File: config.mk
export PLATFORM = sky130hd
export DESIGN_NAME = serial_add_seq_flat
export DESIGN_NICKNAME = d
export VERILOG_FILES = /design/src/rtl/serial_add_seq_if.sv /design/src/rtl/serial_add_seq.sv /design/src/flat_wrapper.sv
export SDC_FILE = /design/constraint.sdc
export NUM_CORES = 1
export LEC_CHECK = 0
export CORE_AREA = 4 4 74 49
export CTS_CLUSTER_DIAMETER = 60
export DETAILED_ROUTE_END_ITERATION = 7
export DIE_AREA = 0 0 78 53
export DONT_BUFFER_PORTS = 1
export PLACE_DENSITY = 0.73
export REMOVE_ABC_BUFFERS = 1
export SETUP_SLACK_MARGIN = 0.2
export SYNTH_ARGS = -nofsm -noshare
export SYNTH_HDL_FRONTEND = slang
export SYNTH_SLANG_ARGS = --single-unit
File: constraint.sdc
create_clock -name CK -period 2.6 [get_ports CK]
set_input_delay 0.26 -clock CK [delete_from_list [all_inputs] [get_ports CK]]
set_output_delay 0.26 -clock CK [all_outputs]
set_load 0.03 [all_outputs]
File: src/rtl/serial_add_seq_if.sv
// Handshake and full-adder cell bundle for the bit-serial add sequencer.
// The slave side is the sequencer; the master side is the environment, which owns the adder cell.
interface serial_add_seq_if #(
  parameter int WIDTH = 8
);
  logic             in_valid;
  logic             in_ready;
  logic [WIDTH-1:0] in_a;
  logic [WIDTH-1:0] in_b;
  logic             in_cin;
  logic             fa_a;
  logic             fa_b;
  logic             fa_cin;
  logic             fa_sum;
  logic             fa_cout;
  logic             out_valid;
  logic             out_ready;
  logic [WIDTH-1:0] out_sum;
  logic             out_cout;
  logic             busy;

  modport slave (
    input  in_valid, in_a, in_b, in_cin, fa_sum, fa_cout, out_ready,
    output in_ready, fa_a, fa_b, fa_cin, out_valid, out_sum, out_cout, busy
  );

  modport master (
    output in_valid, in_a, in_b, in_cin, fa_sum, fa_cout, out_ready,
    input  in_ready, fa_a, fa_b, fa_cin, out_valid, out_sum, out_cout, busy
  );
endinterface

File: src/rtl/serial_add_seq.sv
// Bit-serial add sequencer: feeds one external full-adder cell LSB-first,
// holds the carry in a flop and collects the sum bits into a shift register.
module serial_add_seq #(
  parameter int WIDTH = 8
) (
  input  logic            CK,
  input  logic            RST,
  serial_add_seq_if.slave bus
);

  localparam int CW = $clog2(WIDTH + 1);

  localparam logic [1:0] ST_IDLE = 2'd0;
  localparam logic [1:0] ST_RUN  = 2'd1;
  localparam logic [1:0] ST_DONE = 2'd2;

  logic [1:0]       state_r;
  logic [1:0]       state_nxt_s;
  logic [WIDTH-1:0] a_sr_r;
  logic [WIDTH-1:0] b_sr_r;
  logic [WIDTH-1:0] sum_sr_r;
  logic             carry_r;
  logic [CW-1:0]    cnt_r;
  logic [WIDTH-1:0] res_sum_r;
  logic             res_cout_r;

  logic             run_s;
  logic             last_bit_s;
  logic [WIDTH:0]   sum_ext_s;
  logic [WIDTH-1:0] sum_nxt_s;

  assign run_s      = (state_r == ST_RUN);
  assign last_bit_s = (cnt_r == CW'(WIDTH - 1));

  // New sum bit enters at the MSB; written this way so WIDTH=1 needs no special case.
  assign sum_ext_s  = {bus.fa_sum, sum_sr_r};
  assign sum_nxt_s  = sum_ext_s[WIDTH:1];

  // Next-state decode for the IDLE/RUN/DONE sequencer.
  always_comb begin
    state_nxt_s = state_r;
    case (state_r)
      ST_IDLE: begin
        if (bus.in_valid) begin
          state_nxt_s = ST_RUN;
        end else begin
          state_nxt_s = ST_IDLE;
        end
      end
      ST_RUN: begin
        if (last_bit_s) begin
          state_nxt_s = ST_DONE;
        end else begin
          state_nxt_s = ST_RUN;
        end
      end
      ST_DONE: begin
        if (bus.out_ready) begin
          state_nxt_s = ST_IDLE;
        end else begin
          state_nxt_s = ST_DONE;
        end
      end
      default: state_nxt_s = ST_IDLE;
    endcase
  end

  // State, operand shifters, carry flop, bit counter and result holding registers.
  always_ff @(posedge CK) begin
    if (RST) begin
      state_r    <= ST_IDLE;
      a_sr_r     <= {WIDTH{1'b0}};
      b_sr_r     <= {WIDTH{1'b0}};
      sum_sr_r   <= {WIDTH{1'b0}};
      carry_r    <= 1'b0;
      cnt_r      <= {CW{1'b0}};
      res_sum_r  <= {WIDTH{1'b0}};
      res_cout_r <= 1'b0;
    end else begin
      state_r <= state_nxt_s;
      case (state_r)
        ST_IDLE: begin
          if (bus.in_valid) begin
            a_sr_r  <= bus.in_a;
            b_sr_r  <= bus.in_b;
            carry_r <= bus.in_cin;
            cnt_r   <= {CW{1'b0}};
          end
        end
        ST_RUN: begin
          sum_sr_r <= sum_nxt_s;
          carry_r  <= bus.fa_cout;
          a_sr_r   <= a_sr_r >> 1;
          b_sr_r   <= b_sr_r >> 1;
          cnt_r    <= cnt_r + CW'(1);
          // Result registers only change when a complete result exists,
          // so out_sum/out_cout keep the previous answer during RUN.
          if (last_bit_s) begin
            res_sum_r  <= sum_nxt_s;
            res_cout_r <= bus.fa_cout;
          end
        end
        ST_DONE: begin
          cnt_r <= cnt_r;
        end
        default: begin
          cnt_r <= {CW{1'b0}};
        end
      endcase
    end
  end

  assign bus.in_ready  = (state_r == ST_IDLE);
  assign bus.out_valid = (state_r == ST_DONE);
  assign bus.busy      = run_s | (state_r == ST_DONE);
  assign bus.fa_a      = run_s & a_sr_r[0];
  assign bus.fa_b      = run_s & b_sr_r[0];
  assign bus.fa_cin    = run_s & carry_r;
  assign bus.out_sum   = res_sum_r;
  assign bus.out_cout  = res_cout_r;

endmodule
File: src/flat_wrapper.sv
// flat-port wrapper written by rule: the top's interface ports become plain ports
module serial_add_seq_flat 
#(
  parameter int WIDTH = 8
)
  (CK, RST, bus_in_valid, bus_in_a, bus_in_b, bus_in_cin, bus_fa_sum, bus_fa_cout, bus_out_ready, bus_in_ready, bus_fa_a, bus_fa_b, bus_fa_cin, bus_out_valid, bus_out_sum, bus_out_cout, bus_busy);
  serial_add_seq_if #(.WIDTH(WIDTH)) bus_i ();
  input  logic CK;
  input  logic RST;
  input wire logic [$bits(bus_i.in_valid)-1:0] bus_in_valid;
  input wire logic [$bits(bus_i.in_a)-1:0] bus_in_a;
  input wire logic [$bits(bus_i.in_b)-1:0] bus_in_b;
  input wire logic [$bits(bus_i.in_cin)-1:0] bus_in_cin;
  input wire logic [$bits(bus_i.fa_sum)-1:0] bus_fa_sum;
  input wire logic [$bits(bus_i.fa_cout)-1:0] bus_fa_cout;
  input wire logic [$bits(bus_i.out_ready)-1:0] bus_out_ready;
  output wire logic [$bits(bus_i.in_ready)-1:0] bus_in_ready;
  output wire logic [$bits(bus_i.fa_a)-1:0] bus_fa_a;
  output wire logic [$bits(bus_i.fa_b)-1:0] bus_fa_b;
  output wire logic [$bits(bus_i.fa_cin)-1:0] bus_fa_cin;
  output wire logic [$bits(bus_i.out_valid)-1:0] bus_out_valid;
  output wire logic [$bits(bus_i.out_sum)-1:0] bus_out_sum;
  output wire logic [$bits(bus_i.out_cout)-1:0] bus_out_cout;
  output wire logic [$bits(bus_i.busy)-1:0] bus_busy;
  assign bus_i.in_valid = bus_in_valid;
  assign bus_i.in_a = bus_in_a;
  assign bus_i.in_b = bus_in_b;
  assign bus_i.in_cin = bus_in_cin;
  assign bus_i.fa_sum = bus_fa_sum;
  assign bus_i.fa_cout = bus_fa_cout;
  assign bus_i.out_ready = bus_out_ready;
  assign bus_in_ready = bus_i.in_ready;
  assign bus_fa_a = bus_i.fa_a;
  assign bus_fa_b = bus_i.fa_b;
  assign bus_fa_cin = bus_i.fa_cin;
  assign bus_out_valid = bus_i.out_valid;
  assign bus_out_sum = bus_i.out_sum;
  assign bus_out_cout = bus_i.out_cout;
  assign bus_busy = bus_i.busy;
  serial_add_seq #(.WIDTH(WIDTH)) u_core (.CK(CK), .RST(RST), .bus(bus_i));
endmodule
==> reports/qor.json <==
{
  "run_status": {
    "run_status": "finished, final reports clean"
  },
  "synthesis": {
    "post_synth.cell_area_avg_um2": 9.30,
    "synth_seq_cells": 39,
    "synth_flop_type": "sky130_fd_sc_hd__dfxtp_1",
    "synth_cells": 182,
    "syn_area_um2": 1690,
    "async_reset_ff_frac": 0,
    "synth_commonest_cells": "sky130_fd_sc_hd__dfxtp_1, sky130_fd_sc_hd__nor2_1, sky130_fd_sc_hd__mux2i_1",
    "cell_type_with_the_highest_aggregate_area_in_the_netlist": "sky130_fd_sc_hd__dfxtp_1",
    "synth_top_cell_area_share": 0.461,
    "synth_enable_flop_cells": 0,
    "yosys_warnings": 0,
    "synth_seq_area_share": 0.461,
    "synth.most_common_cell": "sky130_fd_sc_hd__dfxtp_1",
    "synthDistinctLibCells": 28,
    "synthTopCellsByArea": "sky130_fd_sc_hd__dfxtp_1, sky130_fd_sc_hd__mux2i_1, sky130_fd_sc_hd__a211oi_1"
  },
  "route": {
    "detailed_routed_wire_length_on_met3_um": 211,
    "first_pass_iters": 4,
    "wire_per_inst_um": 13.7,
    "first_iter_violations": 42,
    "via_count": 1241,
    "postRouteWirelength_um": 3060,
    "wl_met1_um": 1440,
    "drt.antenna.violating_nets": 0,
    "routed.top_layer": "met4",
    "post_detailed_route_via_to_cell_ratio": 5.57,
    "met2_wirelength_um": 1380,
    "drc": 0
  },
  "power_and_ir_drop": {
    "power.static_leakage_nw": 0.661,
    "power_density_nw_per_um2": 651,
    "ir_worst_vdd_uv": 337
  },
  "sta": {
    "achievable-frequency_mhz": 520,
    "grt_setup_unrepaired": "false",
    "worstMarginPinSlew_ns": 0.535,
    "final-setup-viol-count": 0,
    "hold_viol_final": 0,
    "timing.slew.headroom": 0.644,
    "largest_clock_skew_in_the_final_design_ns": 0.00427,
    "post-route-min-period_ns": 1.92,
    "sum_of_negative_setup_slack_ns": 0,
    "final-max-slew-violation-count": 0,
    "post-route-period-util": 0.740,
    "layout_setup_ws_ns": 0.675
  },
  "placement": {
    "gpl.final_weighted_congestion": 0.766,
    "port-buffer-count": 0,
    "placed_area_um2": 1690,
    "post-place-ws_ns": 0.660,
    "hpwlAfterDp_um": 2220
  },
  "clocking": {
    "holdBufCountCts": 0,
    "tritoncts": "yes",
    "cts_root_buffer": "sky130_fd_sc_hd__clkbuf_8",
    "h_tree_depth_reported_by_cts": 2,
    "worstSkewPairLatency_ns": 0.28,
    "postCtsSetupRepairBufs": 0,
    "clock_tree_buffer_depth": 2,
    "cts.clk_slew.worst_paths_ns": 0.07,
    "cts_made_buffers": 5,
    "clock-sinks": 39,
    "post_cts.resized_instances": 0
  },
  "floorplanning": {
    "rows": 16,
    "initial_core_utilization": 0.560,
    "design.core.area_um2": 3020,
    "die_h_um": 53,
    "die_area_um2": 4130,
    "fp.dieW_um": 78,
    "pin_count": 38
  },
  "final_layout": {
    "final_net_count": 207,
    "antenna_cells_inserted": 0,
    "fin_area_um2": 1780,
    "area.growth.synth_to_final_pct": 5.25,
    "drive_above_1_share": 0.0506
  },
  "worst_hold_path": {
    "hold_path.class": "primary input to register"
  },
  "global_routing": {
    "grt_antenna_before_repair": 0,
    "via_count_of_the_first_global_routing_pass": 1150,
    "global_route_wire_length_before_repair_um": 5220,
    "pin_count_of_the_biggest_net_entering_global_routing": 40,
    "grt_overflow": 0,
    "grt.total_usage": 0.162
  },
  "critical_path": {
    "timing.critical_path.max_delay_family": "multiplexers",
    "max_stage_delay_ns": 0.58,
    "cpMaxStageDelayCell": "sky130_fd_sc_hd__mux2_2",
    "type_of_element_launching_the_critical_path": "register",
    "worst-setup-path-type": "register to register",
    "required_time_worst_endpoint_ns": 2.78,
    "worstPathArrival_ns": 2.11,
    "worstSetupEndpointType": "register",
    "crit_buf_inv": 1,
    "worstPathMaxFanout": 30,
    "path_cells": "inv_1 > ha_1 > mux2_2 > nor2_1 > a211oi_1"
  },
  "run": {
    "cap_violations": 0
  }
}
[power breakdown]
group / switching (W) / internal [W]
Sequential: 0.0000160 / 0.000628
Combinational: 0.0000715 / 0.0000535
Clock: 0.000184 / 0.000208
Total: 0.000271 / 0.000889
[worst register-to-register path, delay by kind of cell, from the launching register on]
kind	cells	cell delay [ns]
mux	1	0.58
fa+ha+maj	1	0.49
flops	1	0.33
compound gates	1	0.25
buf+inv	1	0.10
simple gates	1	0.09
[cell usage in the layout (no fill, tap or decap), types with 2 or more instances in the layout]
cell / Yosys / final
sky130_fd_sc_hd__ha_1: 6 / 6
sky130_fd_sc_hd__nand2_1: 20 / 20
sky130_fd_sc_hd__inv_1: 3 / 3
sky130_fd_sc_hd__a22oi_1: 2 / 2
sky130_fd_sc_hd__nand4b_1: 3 / 3
sky130_fd_sc_hd__and2_1: 3 / 3
sky130_fd_sc_hd__nor2_1: 24 / 24
sky130_fd_sc_hd__nand3_1: 2 / 2
sky130_fd_sc_hd__nor2b_1: 2 / 2
sky130_fd_sc_hd__mux2i_1: 23 / 23
sky130_fd_sc_hd__a21oi_1: 13 / 13
sky130_fd_sc_hd__dfxtp_1: 39 / 39
sky130_fd_sc_hd__o21ai_0: 4 / 4
sky130_fd_sc_hd__clkbuf_8: 0 / 6
sky130_fd_sc_hd__a211oi_1: 16 / 16
[kinds of logic (layout without fill, tap and decap cells)]
family,after synthesis,after routing,synth area share
multiplexers,24,24,0.143
flip-flops,39,39,0.461
buffers and inverters,15,11,0.0436
adder cells (fa/ha/maj),6,6,0.0443
AO/OA/AOI/OAI,37,37,0.138
AND/OR/NAND/NOR,61,61,0.170
[metal layers]
metal | GRT usage | vias to the layer above
met2 | 0.253 | 31
met4 | 0.0698 | 0
met1 | 0.206 | 576
met5 | 0 | -
met3 | 0.0544 | 2
li1 | - | 632
[cell type report]
class                   instances  area [µm²]
inverters                       3        11.3
fillers                       268        1240
well taps                      45        56.3
clock buffers                   6        82.6
clock inverters                 1        5.00
repair buffers                  1        7.51
flip-flops and latches         39         781
multi-input cells             128         838
[sequential cells by signal, indices dropped and copies added, names as in the netlist]
name,cells
u_core.b_sr_r,8
u_core.bus.out_cout,1
u_core.state_r,2
u_core.cnt_r,4
u_core.sum_sr_r,7
u_core.a_sr_r,8
u_core.carry_r,1
u_core.bus.out_sum,8
[final timing paths]
path	startpoint	end	slack, ns	depth (start not counted)
worst max-delay path	u_core.state_r[1]	u_core.b_sr_r[0]	0.68	5
worst min-delay path	RST	u_core.bus.out_sum[2]	0.04	1
worst max register to register	u_core.state_r[1]	u_core.b_sr_r[0]	0.68	5
worst min register to register	u_core.sum_sr_r[1]	u_core.bus.out_sum[0]	0.45	2
[per-stage QoR]
stage	instances	total power (W)	util	hold slack, ns
after floorplan	170	0.000761	-	0.329
after global placement	216	0.000777	0.560	0.333
after detailed placement	216	0.000784	0.560	0.334
after CTS	223	0.00118	0.589	0.0335
after global routing	223	0.00122	0.589	0.0283
final	223	0.00116	0.589	0.0447
Note: power is estimated with default switching activity, not from simulation.
